<file path="src/rtl/iir_filter_mc.sv">
// Multi-channel first-order IIR smoother, y += (x - y) >>> SHIFT, 2-cycle latency.
// Optional macro IIR_FILTER_MC_PRIME_EN: first sample to a channel loads its state.
module iir_filter_mc #(
    parameter int DATA_W   = 16,
    parameter int CHANNELS = 4,
    parameter int SHIFT    = 4,
    localparam int CH_W    = (CHANNELS > 1) ? $clog2(CHANNELS) : 1
) (
    input  logic                     clk,
    input  logic                     reset,
    input  logic                     enable,
    input  logic                     clear,
    input  logic                     in_valid,
    output logic                     in_ready,
    input  logic [CH_W-1:0]          in_channel,
    input  logic signed [DATA_W-1:0] in_sample,
    output logic                     out_valid,
    output logic [CH_W-1:0]          out_channel,
    output logic signed [DATA_W-1:0] out_data
);
    localparam int NCH = 1 << CH_W;
    localparam logic [NCH-1:0] CH_OK = NCH'((64'd1 << CHANNELS) - 64'd1);

    typedef enum logic {IDLE, SWEEP} state_t;

    state_t state, state_nx;
    logic [CH_W-1:0] sw_idx, sw_idx_nx;
    logic sw_last;
    logic take;

    logic                     s1_valid;
    logic [CH_W-1:0]          s1_ch;
    logic signed [DATA_W-1:0] s1_sample;
    logic                     s2_valid;
    logic [CH_W-1:0]          s2_ch;
    logic signed [DATA_W-1:0] s2_data;

    logic signed [DATA_W-1:0] y [NCH];
    logic signed [DATA_W-1:0] y_cur, y_filt, y_new;
    logic signed [DATA_W:0]   d, d_sh;

    assign in_ready = enable & (state == IDLE) & reset;
    assign take     = in_valid & in_ready;
    assign sw_last  = (sw_idx == CH_W'(CHANNELS - 1));

    always_ff @(posedge clk or negedge reset) begin
        if (!reset) begin
            state  <= IDLE;
            sw_idx <= '0;
        end else begin
            state  <= state_nx;
            sw_idx <= sw_idx_nx;
        end
    end

    always_comb begin
        state_nx  = state;
        sw_idx_nx = sw_idx;
        unique case (state)
            IDLE: begin
                if (clear) begin
                    state_nx  = SWEEP;
                    sw_idx_nx = '0;
                end
            end
            SWEEP: begin
                sw_idx_nx = sw_idx + 1'b1;
                if (sw_last) state_nx = IDLE;
            end
            default: state_nx = IDLE;
        endcase
    end

    // The state read here always reflects the previous same-channel update,
    // because the update is written on the same edge that retires this stage.
    assign y_cur  = y[s1_ch];
    assign d      = {s1_sample[DATA_W-1], s1_sample} - {y_cur[DATA_W-1], y_cur};
    assign d_sh   = d >>> SHIFT;
    assign y_filt = DATA_W'(d_sh + {y_cur[DATA_W-1], y_cur});

`ifdef IIR_FILTER_MC_PRIME_EN
    logic [NCH-1:0] primed;

    assign y_new = primed[s1_ch] ? y_filt : s1_sample;

    always_ff @(posedge clk or negedge reset) begin
        if (!reset) begin
            primed <= '0;
        end else begin
            if (s1_valid) primed[s1_ch] <= 1'b1;
            if (state == SWEEP) primed[sw_idx] <= 1'b0;
        end
    end
`else
    assign y_new = y_filt;
`endif

    always_ff @(posedge clk or negedge reset) begin
        if (!reset) begin
            s1_valid  <= 1'b0;
            s1_ch     <= '0;
            s1_sample <= '0;
        end else begin
            s1_valid <= take & CH_OK[in_channel];
            if (take) begin
                s1_ch     <= in_channel;
                s1_sample <= in_sample;
            end
        end
    end

    // Sweep write is last so it wins a collision with an in-flight sample.
    always_ff @(posedge clk or negedge reset) begin
        if (!reset) begin
            for (int i = 0; i < NCH; i++) y[i] <= '0;
        end else begin
            if (s1_valid) y[s1_ch] <= y_new;
            if (state == SWEEP) y[sw_idx] <= '0;
        end
    end

    always_ff @(posedge clk or negedge reset) begin
        if (!reset) begin
            s2_valid    <= 1'b0;
            s2_ch       <= '0;
            s2_data     <= '0;
            out_valid   <= 1'b0;
            out_channel <= '0;
            out_data    <= '0;
        end else begin
            s2_valid    <= s1_valid;
            s2_ch       <= s1_ch;
            s2_data     <= y_new;
            out_valid   <= s2_valid;
            out_channel <= s2_ch;
            out_data    <= s2_data;
        end
    end

endmodule

</file>
<file path="config.mk">
export PLATFORM = sky130hd
export DESIGN_NAME = iir_filter_mc
export DESIGN_NICKNAME = d
export VERILOG_FILES = /design/src/rtl/iir_filter_mc.sv
export SDC_FILE = /design/constraint.sdc
export NUM_CORES = 1
export LEC_CHECK = 0
export BUFFER_PORTS_ARGS = -buffer_cell sky130_fd_sc_hd__buf_2
export CAP_MARGIN = 40
export CORE_MARGIN = 2
export CORE_UTILIZATION = 40
export CTS_CLUSTER_SIZE = 40
export DETAILED_ROUTE_END_ITERATION = 16
export GPL_TIMING_DRIVEN = 0
export PLACE_DENSITY = 0.6
export SLEW_MARGIN = 20
export SYNTH_ARGS = -nofsm -noshare
export SYNTH_HDL_FRONTEND = slang
export SYNTH_SLANG_ARGS = --single-unit
</file>
<file path="constraint.sdc">
create_clock -name clk -period 4.63 [get_ports clk]
set_clock_uncertainty 0.2 [all_clocks]
set_input_delay 1.389 -clock clk [delete_from_list [all_inputs] [get_ports clk]]
set_output_delay 1.389 -clock clk [all_outputs]
set_load 0.05 [all_outputs]
</file>
==> metrics.txt <==
reg-to-reg endpoint=y[15]; total track usage=about a fifth; Synth top cells by count=dfrtp_1 (124), nand2_1 (75), a21oi_1 (55), ha_1 (37), o21ai_0 (36); drt wl/cell=18.39 um; non-filler cells, final=915; worst-path maximum fanout=6; Ports=43; Die Width=between 100 and 150 um; RePlAce Congestion=roughly 0.9; Final #Nets=752; type of the most critical hold path=flip-flop to flip-flop; startpoint types=flip-flop; CTS tree=yes; RR Startpoint=s1_ch[0]; mapped cell area=6311 um2; clk buf depth=2; Die Ht=~130 um; failing checks=setup timing; Max Slew Vio Count=0; fin crit share=107.6%; Cell Chain, Critical Path=buf_6 > buf_12 > mux4_2 > inv_2 > ha_4 > a21oi_4 > a2bb2oi_2 > o31ai_4 > or4_4 > a31oi_4 > mux2i_1 > o2111ai_1 > ha_2 > a2111o_1 > o211ai_1 > a21oi_2 > o211ai_1 > xnor2_2 > buf_6 > a21oi_1; Vias=roughly 5000; Sink Count=about 120; crit path kind=flip-flop to flip-flop; number of nets with antenna violations after routing=0; Synth Area per Inst=around 11 um2; GRT met2 Usage=a little over a third; max incr delay on CP=~0.57 ns; initial antenna violation count=0; EDFF count, synth=0; WP data required=around 4.7 ns; Ys Warns=0; CTS Hold Buffers Added=0; DRT Pass-1 Iters=5; DP Cell Count=849; Crit. End Element=flip-flop; unrepaired setup endpoints after global routing=yes; Remaining DRCs=0; cell with the most instances after synthesis=dfrtp_1; largest cells by area after synthesis=dfrtp_1 (49%), ha_1 (7.3%), mux4_2 (5.4%); placed inst area=6849 um2; Ant. Diodes=0; synthesis-to-layout area growth=31.48%; vias in the first global route=5209; root buffer cell=clkbuf_16; ys async rst share=100.0%; Overflow after GRT=0; buffers added on ports=42; Clock transition at path regs=~0.06 ns; worst-skew pair later-pin latency=0.43 ns; dominant synthesized flop cell=dfrtp_1; Worst Path Buf+Inv=4; crit path to=y[15]; pre-CTS WS=-1.081 ns; vias per cell=5.514; relative slew slack=about 47%; top cell type by total area after synthesis=dfrtp_1; Crit path arrival time=5.07 ns; post-route cell area=8298 um2; Seq cells post-synth=124; hold_ws=around 0.14 ns; Max Cap Violations=0; met1 Use GR=between 20% and 30%; Top Usage Layer GRT=met2; routed wire length=16830 um; layout cell share with drive strength beyond 1=33.38%; final setup fails=30; path depth of the worst reg2reg path=20; die area=16800 um2; row count=45; CP startpoint=s1_ch[0]; R2R Setup Slk=-0.35 ns; Core ar.=15310 um2; initial cell density of the core=41.21%; Peak Freq=200.8 MHz; instance count of the mapped netlist=594; CTS Buf Count=17; crit-path leading delay family=compound AO/OA/AOI/OAI gates; largest net degree at the start of global routing=74; Synth top area share=49.17%; first-pass GRT wire length=~27000 um; minimum clock period=4.980 ns; syn_nets=655; post-DP HPWL=11150 um; DR iter-0 viols=~280; Worst path depth=20; worst slew pin tran=0.7902 ns; Final Hold Fails=0; Unique masters post-synth=57; GR Util met3=4.459%; sequential element share of the synthesized area=49.17%; htree depth=4; slowest CP cell=mux4_2; outcome=complete, but fails checks; final worst setup slack=-0.3500 ns; Worst Hold Launch=s2_data[7]
layout make-up:
type,count,area (um2)
Fill cell,1307,7017
Multi-Input combinational cell,412,3445
Sequential cell,124,3104
Timing Repair Buffer,79,549.3
Clock buffer,19,442.9
Tap cell,211,264.0
Clock inverter,13,235.2
Inverter,35,131.4
Buffer,22,126.4
through the flow:
step	TNS, ns	util [%]
3_5_place_dp	-35.45	44.72
6_report	-5.907	54.18
5_1_grt	-12.91	54.18
2_1_floorplan	0	-
3_3_place_gp	-38.12	44.47
4_1_cts	-4.563	51.40
worst min-delay path by stage:
stage	slack, ns	to	cells past startpoint
detailed placement	0.13	out_channel[1]	0
floorplan	0.13	out_channel[0]	0
global placement	0.13	out_channel[1]	0
global route	0.16	out_data[8]	0
CTS	0.15	out_valid	0
finish	0.14	out_data[7]	0
registers in the layout, indices dropped and copies added (netlist names):
register,count
y,64
out_data,16
s1_sample,16
s2_data,16
out_channel,2
s1_ch,2
s2_ch,2
sw_idx,2
out_valid,1
s1_valid,1
s2_valid,1
state,1
layer usage:
layer / share of wire [%] / vias to the layer above
met5: 0 / -
met2: 49 / 151
met1: 43 / 2553
met4: 2.6 / 0
li1: - / 2302
met3: 4.9 / 39
layout by cell type (no fill, tap or decap), types with 5 or more instances in the layout:
master     instances
nand3_1           19
bufinv_16          6
o21ai_1            9
o21ai_0           20
mux2i_1            6
a21oi_1           38
o211ai_1           5
nor2_1            24
nand2_1           73
clkbuf_1          14
inv_2              5
nand4_1            5
buf_6             12
a211oi_1           7
clkbuf_16         17
xnor2_1           12
buf_1              5
o21ai_2            7
a31oi_1            5
a21o_1             9
buf_2             42
mux4_2            15
ha_2               6
nand2b_1           5
mux2_2            19
a21oi_2           13
buf_4             25
ha_1              27
inv_1             30
dfrtp_1          123
cell families (layout without fill, tap and decap cells):
group           Yosys count  after routing  synth area share [%]
flops                   124            124                 49.17
xor+xnor                 21             21                 2.914
compound gates          148            148                 14.83
mux                      41             41                 9.873
simple gates            164            164                 11.97
buf+inv                  58            168                 3.588
fa+ha+maj                38             38                 7.653
what timing repair did:
item,in CTS,in global routing
gates resized for setup,50,80
setup endpoints to repair,56,53
setup buffers,17,20
pin swaps,26,40
Power is not shown: default switching activity piles up to over one toggle a cycle in this logic, so the estimate is an artifact.
